## src/rtl/int_service_if.sv

```systemverilog
// Bundle between the interrupt controller/core and the interrupt service unit.
// The master side drives pending sources and core events; the slave side issues the vectored call.
interface int_service_if;
  logic [4:0]  interupt;
  logic [4:0]  IP;
  logic        instr_end;
  logic        blk_wr;
  logic        reti;
  logic        int_ack;
  logic        int_req;
  logic [15:0] int_vector;
  logic [3:0]  clr_flag;
  logic [1:0]  in_service;

  modport master (
    output interupt, IP, instr_end, blk_wr, reti, int_ack,
    input  int_req, int_vector, clr_flag, in_service
  );

  modport slave (
    input  interupt, IP, instr_end, blk_wr, reti, int_ack,
    output int_req, int_vector, clr_flag, in_service
  );
endinterface

```

## src/rtl/int_service.sv

```systemverilog
// Interrupt service unit: samples pending sources at instruction boundaries and issues vectored calls.
// Define INT_NEST_EN for two priority levels with nesting; otherwise a single level, IP ignored.
module int_service #(
  parameter logic [15:0] VEC_BASE   = 16'h0003,
  parameter int          VEC_STRIDE = 8
) (
  input  logic         clk,
  input  logic         rst_n,
  int_service_if.slave bus
);

  typedef enum logic [1:0] {IDLE, REQ, ACK} state_t;

  state_t      state, state_nxt;
  logic        blk_flag, blk_flag_nxt;
  logic [1:0]  in_svc, in_svc_nxt, in_svc_eff;
  logic        req_q, req_nxt;
  logic [15:0] vec_q, vec_nxt;
  logic [3:0]  clr_q, clr_nxt;
  logic [2:0]  idx, idx_nxt;
  logic        lvl, lvl_nxt;
  logic [4:0]  hi_elig, lo_elig;
  logic        found, sel_lvl, blocked;
  logic [2:0]  sel_idx;

  // RETI retires the innermost level first, and eligibility sees the retired state.
`ifdef INT_NEST_EN
  always_comb begin
    in_svc_eff = in_svc;
    if (bus.reti) begin
      if (in_svc[1]) in_svc_eff[1] = 1'b0;
      else           in_svc_eff[0] = 1'b0;
    end
    hi_elig = in_svc_eff[1]    ? 5'b0 : (bus.interupt & bus.IP);
    lo_elig = (|in_svc_eff)    ? 5'b0 : (bus.interupt & ~bus.IP);
  end
`else
  logic unused_ip;
  assign unused_ip = ^bus.IP;

  always_comb begin
    in_svc_eff = {1'b0, bus.reti ? 1'b0 : in_svc[0]};
    hi_elig    = 5'b0;
    lo_elig    = (|in_svc_eff) ? 5'b0 : bus.interupt;
  end
`endif

  // Descending scans so the lowest bit wins; the high-level scan runs last and overrides.
  always_comb begin
    found   = 1'b0;
    sel_idx = 3'd0;
    sel_lvl = 1'b0;
    for (int i = 4; i >= 0; i--) begin
      if (lo_elig[i]) begin
        found   = 1'b1;
        sel_idx = 3'(i);
      end
    end
    for (int i = 4; i >= 0; i--) begin
      if (hi_elig[i]) begin
        found   = 1'b1;
        sel_idx = 3'(i);
        sel_lvl = 1'b1;
      end
    end
  end

  assign blocked      = blk_flag | bus.reti | bus.blk_wr;
  assign blk_flag_nxt = bus.instr_end ? 1'b0 : (blk_flag | bus.reti | bus.blk_wr);

  always_comb begin
    state_nxt  = state;
    req_nxt    = req_q;
    vec_nxt    = vec_q;
    clr_nxt    = 4'b0000;
    idx_nxt    = idx;
    lvl_nxt    = lvl;
    in_svc_nxt = in_svc_eff;
    case (state)
      IDLE: begin
        if (bus.instr_end && !blocked && found) begin
          req_nxt   = 1'b1;
          vec_nxt   = VEC_BASE + 16'(sel_idx) * 16'(VEC_STRIDE);
          idx_nxt   = sel_idx;
          lvl_nxt   = sel_lvl;
          state_nxt = REQ;
        end
      end
      REQ: begin
        if (bus.int_ack) begin
          req_nxt         = 1'b0;
          clr_nxt         = (idx == 3'd4) ? 4'b0000 : (4'b0001 << idx[1:0]);
          in_svc_nxt[lvl] = 1'b1;
          state_nxt       = ACK;
        end
      end
      ACK:     state_nxt = IDLE;
      default: begin
        state_nxt = IDLE;
        req_nxt   = 1'b0;
      end
    endcase
  end

  always_ff @(posedge clk or negedge rst_n) begin
    if (!rst_n) begin
      state    <= IDLE;
      blk_flag <= 1'b0;
      in_svc   <= 2'b00;
      req_q    <= 1'b0;
      vec_q    <= 16'h0000;
      clr_q    <= 4'b0000;
      idx      <= 3'd0;
      lvl      <= 1'b0;
    end else begin
      state    <= state_nxt;
      blk_flag <= blk_flag_nxt;
      in_svc   <= in_svc_nxt;
      req_q    <= req_nxt;
      vec_q    <= vec_nxt;
      clr_q    <= clr_nxt;
      idx      <= idx_nxt;
      lvl      <= lvl_nxt;
    end
  end

  assign bus.int_req    = req_q;
  assign bus.int_vector = vec_q;
  assign bus.clr_flag   = clr_q;
  assign bus.in_service = in_svc;

endmodule

```

## src/flat_wrapper.sv

```systemverilog
// flat-port wrapper written by rule: the top's interface ports become plain ports
module int_service_flat 
#(
  parameter logic [15:0] VEC_BASE   = 16'h0003,
  parameter int          VEC_STRIDE = 8
)
  (clk, rst_n, bus_interupt, bus_IP, bus_instr_end, bus_blk_wr, bus_reti, bus_int_ack, bus_int_req, bus_int_vector, bus_clr_flag, bus_in_service);
  int_service_if bus_i ();
  input  logic clk;
  input  logic rst_n;
  input wire logic [$bits(bus_i.interupt)-1:0] bus_interupt;
  input wire logic [$bits(bus_i.IP)-1:0] bus_IP;
  input wire logic [$bits(bus_i.instr_end)-1:0] bus_instr_end;
  input wire logic [$bits(bus_i.blk_wr)-1:0] bus_blk_wr;
  input wire logic [$bits(bus_i.reti)-1:0] bus_reti;
  input wire logic [$bits(bus_i.int_ack)-1:0] bus_int_ack;
  output wire logic [$bits(bus_i.int_req)-1:0] bus_int_req;
  output wire logic [$bits(bus_i.int_vector)-1:0] bus_int_vector;
  output wire logic [$bits(bus_i.clr_flag)-1:0] bus_clr_flag;
  output wire logic [$bits(bus_i.in_service)-1:0] bus_in_service;
  assign bus_i.interupt = bus_interupt;
  assign bus_i.IP = bus_IP;
  assign bus_i.instr_end = bus_instr_end;
  assign bus_i.blk_wr = bus_blk_wr;
  assign bus_i.reti = bus_reti;
  assign bus_i.int_ack = bus_int_ack;
  assign bus_int_req = bus_i.int_req;
  assign bus_int_vector = bus_i.int_vector;
  assign bus_clr_flag = bus_i.clr_flag;
  assign bus_in_service = bus_i.in_service;
  int_service #(.VEC_BASE(VEC_BASE), .VEC_STRIDE(VEC_STRIDE)) u_core (.clk(clk), .rst_n(rst_n), .bus(bus_i));
endmodule
```

## config.mk

```make
export PLATFORM = sky130hd
export DESIGN_NAME = int_service_flat
export DESIGN_NICKNAME = d
export VERILOG_FILES = /design/src/rtl/int_service_if.sv /design/src/rtl/int_service.sv /design/src/flat_wrapper.sv
export SDC_FILE = /design/constraint.sdc
export NUM_CORES = 1
export LEC_CHECK = 0
export ABC_CLOCK_PERIOD_IN_PS = 1370
export CELL_PAD_IN_SITES_DETAIL_PLACEMENT = 0
export CELL_PAD_IN_SITES_GLOBAL_PLACEMENT = 1
export CORE_MARGIN = 2
export CORE_UTILIZATION = 45
export CTS_BUF_LIST = sky130_fd_sc_hd__clkbuf_8
export CTS_CLUSTER_SIZE = 28
export DETAILED_ROUTE_END_ITERATION = 8
export DONT_BUFFER_PORTS = 1
export PLACE_DENSITY_LB_ADDON = 0.15
export SLEW_MARGIN = 5
export SYNTH_ARGS = -nofsm -noshare
export SYNTH_HDL_FRONTEND = slang
export SYNTH_SLANG_ARGS = --single-unit
```

## constraint.sdc

```tcl
create_clock -name clk -period 1.37 [get_ports clk]
set_input_delay 0.411 -clock clk [delete_from_list [all_inputs] [get_ports clk]]
set_output_delay 0.411 -clock clk [all_outputs]
set_load 0.01 [all_outputs]
```

# After elaboration in Yosys (flattened, before gate mapping)

Cells that the tools add are included.

Add/sub/neg operators: 1
Equal/unequal tests: 5
Mux-type cells: 24
Bitwise gates (word level): 3
Reductions and logical operators: 7
Order comparisons: 0
Divide/modulo/power cells: 0
Shift-type cells: 1
Multiply operators: 0

Operators with widths:

| cell                  | count |
|---|---|
| $mux W3               | 5 |
| $mux W4               | 3 |
| $mux W1               | 11 |
| $add A2 B6 Y7 const A | 1 |
| $mux W5               | 1 |
| $mux W2               | 2 |
| $pmux W2 S2           | 1 |
| $reduce_and A2 Y1     | 2 |
| $shl A1 B2 Y4 const A | 1 |
| $eq A3 B3 Y1 const B  | 1 |
| $pmux W1 S3           | 1 |
| $reduce_and A3 Y1     | 1 |
| $eq A2 B1 Y1 const B  | 1 |
| $eq A2 B2 Y1 const B  | 1 |
| $logic_and A1 B1 Y1   | 2 |
| $logic_not A2 Y1      | 1 |
| $ne A2 B1 Y1 const B  | 1 |
| $ne A2 B2 Y1 const B  | 1 |
| $or A1 B1 Y1          | 2 |
| $logic_not A1 Y1      | 1 |
| $not A1 Y1            | 1 |

Logic and storage cells: 48
Memories kept: 0
Register bits after elaboration: 29
Latch bits: 0
ROM bits: 0
Output and inout bits: 23
Memory bits (writable): 0
Input port bits: 16

# Logic depth before layout (Yosys ltp)

Word-level depth: 10
Gate-level depth with buffers: 4
Gate-level depth less buffers: 4

# Least setup slack after synthesis

OpenSTA, ideal clock, no wires.

Path kind: input-to-reg
Start: input bus_interupt[2]
End: register u_core.idx[0]
Stages on the path: 3
Buffers on the path: 0
Arrival: 1343 ps
Required time: 1291 ps
Setup time: 79 ps
Setup slack: -52 ps
Path through: or4_4 -> o211ai_4 -> mux2i_1

Word-level cells in the longest chain between the ends: 6

Ends and longest elaborated chain:

| what                               | line               | source |
|---|---|---|
| start: declaration                 | flat_wrapper.sv:11 | `input wire logic [$bits(bus_i.interupt)-1:0] bus_interupt;` |
| $mux W5 (*)                        | int_service.sv:44  | `lo_elig = (\|in_svc_eff) ? 5'b0 : bus.interupt;` |
| $mux W1 (3 in a row)               | int_service.sv:54  | `if (lo_elig[i]) begin` |
| $logic_and A1 B1 Y1                | int_service.sv:81  | `if (bus.instr_end && !blocked && found) begin` |
| $reduce_and A2 Y1 (no source line) | n/a                |  |
| end signal: assignment             | int_service.sv:122 | `idx <= idx_nxt;` |
| end: declaration                   | int_service.sv:20  | `logic [2:0] idx, idx_nxt;` |

Every way passes the cells marked *; elsewhere a longest branch is shown, timed or not.
A chain may end at the register's enable or synchronous reset.

# Worst setup path in the final report

Start: register u_core.in_svc[0] (netlist: u_core.bus.in_service[0])
End: register u_core.idx[1]

Word-level cells in the longest chain between the ends: 9

Ends and longest elaborated chain:

| what                               | line               | source |
|---|---|---|
| start: declaration                 | int_service.sv:16  | `logic [1:0] in_svc, in_svc_nxt, in_svc_eff;` |
| start signal: assignment           | int_service.sv:118 | `in_svc <= in_svc_nxt;` |
| $mux W1 (*)                        | int_service.sv:42  | `in_svc_eff = {1'b0, bus.reti ? 1'b0 : in_svc[0]};` |
| $mux W5 (*)                        | int_service.sv:44  |  |
| $mux W1 (5 in a row)               | int_service.sv:54  |  |
| $logic_and A1 B1 Y1                | int_service.sv:81  |  |
| $reduce_and A2 Y1 (no source line) | n/a                |  |

Marked as above.

==> flow_metrics.py <==
metrics = {
    "logic_synthesis": {
        "yosys.area.top_type": "dfrtp_1",
        "synthTopCellsByArea": "dfrtp_1 (51%), buf_4 (15%), nor4b_4 (3.7%)",
        "ys_ff_latch": 13,
        "avgSynthCellArea_um2": 11.2,
        "synth_top_area_frac": 0.509,
        "ys_seq_area_frac": 0.509,
        "synth_edf_count": 0,
        "yosys_warnings": 0,
        "ys.flop_type": "dfrtp_1",
        "netlist_area_um2": 639,
        "ys_top_cells_by_count": "buf_4 (13), dfrtp_1 (13), inv_1 (5)",
        "async_flop_share": 1.00,
        "synthCells": 57,
        "synth.distinct_cells": 22,
    },
    "global_route": {
        "grtUsageTotal": 0.126,
        "antenna_found_initial": 0,
        "grt_overflow_total": 0,
        "grt_max_degree": 14,
        "first_global_vias": 393,
        "grt_pass1_wl_um": 1610,
    },
    "floorplanning": {
        "die_area_mm2": 0.00174,
        "start_util": 0.485,
        "die_h_um": 41.7,
        "core.rowCount": 13,
        "die_w_um": 41.7,
        "design.core.area_mm2": 0.00132,
        "ios": 39,
    },
    "pwr": {
        "power_density_mw_per_mm2": 1370,
        "power_leakage_nw": 0.352,
        "ir_drop_mv": 0.557,
        "power_mw": 0.928,
    },
    "sta": {
        "hold_viol_final": 0,
        "fin_crit_ps": 1260,
        "max_freq_ghz": 0.797,
        "grt_setup_unrepaired": "false",
        "holdWs_ps": 239,
        "finalSetupTns_ps": 0,
        "max_slew_margin": 0.623,
        "drv_slew": 0,
        "worstMarginPinSlew_ps": 564,
        "setup_viol": 0,
        "clock_skew_ps": 3.13,
        "setup_ws_ps": 115,
        "fin_crit_sh": 0.916,
    },
    "setup_path": {
        "worstPathMaxFanout": 5,
        "worstPathRequired_ps": 1490,
        "r2r-end": "u_core.idx[1]$_DFFE_PN0P_",
        "endpoint_kind": "flop",
        "r2r-start": "u_core.bus.in_service[0]$_DFF_PN0_",
        "reg2reg_depth": 3,
        "critPathKind": "flop to flop",
        "cp.arrival_ps": 1380,
        "reg2reg_slack_ps": 110,
        "crit_path_start_kind": "flop",
    },
    "final_layout": {
        "diodes": 0,
        "final_area_um2": 679,
        "fin_cells": 78,
        "drive_above_1_share": 0.175,
        "regArea_um2": 325,
        "nFillCells": 127,
        "layout.nets": 80,
        "area_growth_pct": 6.26,
        "utilization": 0.516,
        "multiInputGateArea_um2": 239,
    },
    "worst_hold_path": {
        "min_path_type": "input port to flop",
        "hold_end": "u_core.blk_flag$_DFF_PN0_",
        "worstHoldStart": "bus_instr_end",
        "hold_depth": 1,
    },
    "detailed_routing": {
        "drcViolationCount": 0,
        "avgRoutedWirePerCell_um": 12.6,
        "vias": 383,
        "finalWirelength_um": 986,
        "viasPerCell": 4.91,
        "drtAntennaViolNets": 0,
        "dr.pass1.iters": 2,
        "drtIter0Drc": 1,
    },
    "cts": {
        "htreeDepth": 1,
        "insertion_delay_ps": 240,
        "cts_root_buffer": "clkbuf_8",
        "clkSinkCount": 13,
        "clockBufferDepth": 2,
        "cts_buffers": 3,
        "clk_pin_slew_ps": 50,
        "cts_tree": "yes",
    },
    "place": {
        "portBuffers": 0,
        "placed_cells_incl_taps": 73,
        "preCtsSetupSlack_ps": -119,
        "place_area_um2": 624,
        "dp_hpwl_um": 829,
        "gp_congestion": 0.766,
    },
    "outcome": {
        "outcome": "finished, final reports clean",
    },
    "job": {
        "drv_cap": 0,
    },
}
cell families after synthesis:
family / share of synthesized area
buffers and inverters: 0.182
other: 0.00587
AO/OA/AOI/OAI: 0.106
AND/OR/NAND/NOR: 0.182
multiplexers: 0.0157
flip-flops: 0.509
repair_timing:
action	CTS	global route
gates resized for setup	0	0
endpoints found under the setup margin	0	0
hold endpoints to repair	13	0
hold buffers	1	0
buffers inserted	0	0
final cells by class:
type                            instances  area share
Tap cell                               15      0.0276
Inverter                                5      0.0276
Multi-Input combinational cell         37       0.352
Clock buffer                            3      0.0608
Clock inverter                          1     0.00552
Sequential cell                        13       0.479
Timing Repair Buffer                    4      0.0479
registers in the layout (all words and copies together), names as in the netlist:
| name | flops |
|---|---|
| u_core.blk_flag | 1 |
| u_core.bus.clr_flag | 4 |
| u_core.bus.in_service | 1 |
| u_core.bus.int_req | 1 |
| u_core.bus.int_vector | 2 |
| u_core.idx | 2 |
| u_core.state | 2 |
placed cells by master, fill, tap and decap left out, types with 2 or more instances in the layout:
master     n
a31oi_1    2
and3_1     2
buf_4      3
clkbuf_8   3
conb_1    12
dfrtp_1   13
inv_1      6
nand2_1    2
nand2b_1   2
nor2_1     2
nor3_1     2
o21ai_0    2
critical path, cell delays in order (launching register included):
cell and delay, ps:
dfrtp_1 400, nor4b_4 370, o211ai_4 150, a32o_1 220
report_power, final:
group / internal (mW) / switching, mW
Clock: 0.197 / 0.121
Sequential: 0.432 / 0.0656
Combinational: 0.0488 / 0.0637
routing by layer:
| layer | share of wire | GRT usage |
|---|---|---|
| met1 | 0.38 | 0.134 |
| met5 | 0 | 0 |
| met2 | 0.52 | 0.203 |
| met4 | 0.012 | 0.0968 |
| met3 | 0.087 | 0.0435 |
worst max-delay path by stage:
stage	start	slack, ps	cells past startpoint	end
2_1_floorplan	bus_interupt[2]	-50	3	u_core.idx[0]$_DFFE_PN0P_
3_3_place_gp	bus_interupt[2]	-110	3	u_core.idx[0]$_DFFE_PN0P_
3_5_place_dp	bus_interupt[2]	-120	3	u_core.idx[0]$_DFFE_PN0P_
4_1_cts	u_core.bus.in_service[0]$_DFF_PN0_	90	3	u_core.idx[1]$_DFFE_PN0P_
5_1_grt	u_core.state[1]$_DFFE_PN0P_	20	4	u_core.bus.int_vector[5]$_DFFE_PN0P_
6_report	u_core.bus.in_service[0]$_DFF_PN0_	110	3	u_core.idx[1]$_DFFE_PN0P_
No activity file was read; power rests on OpenSTA's default activity.
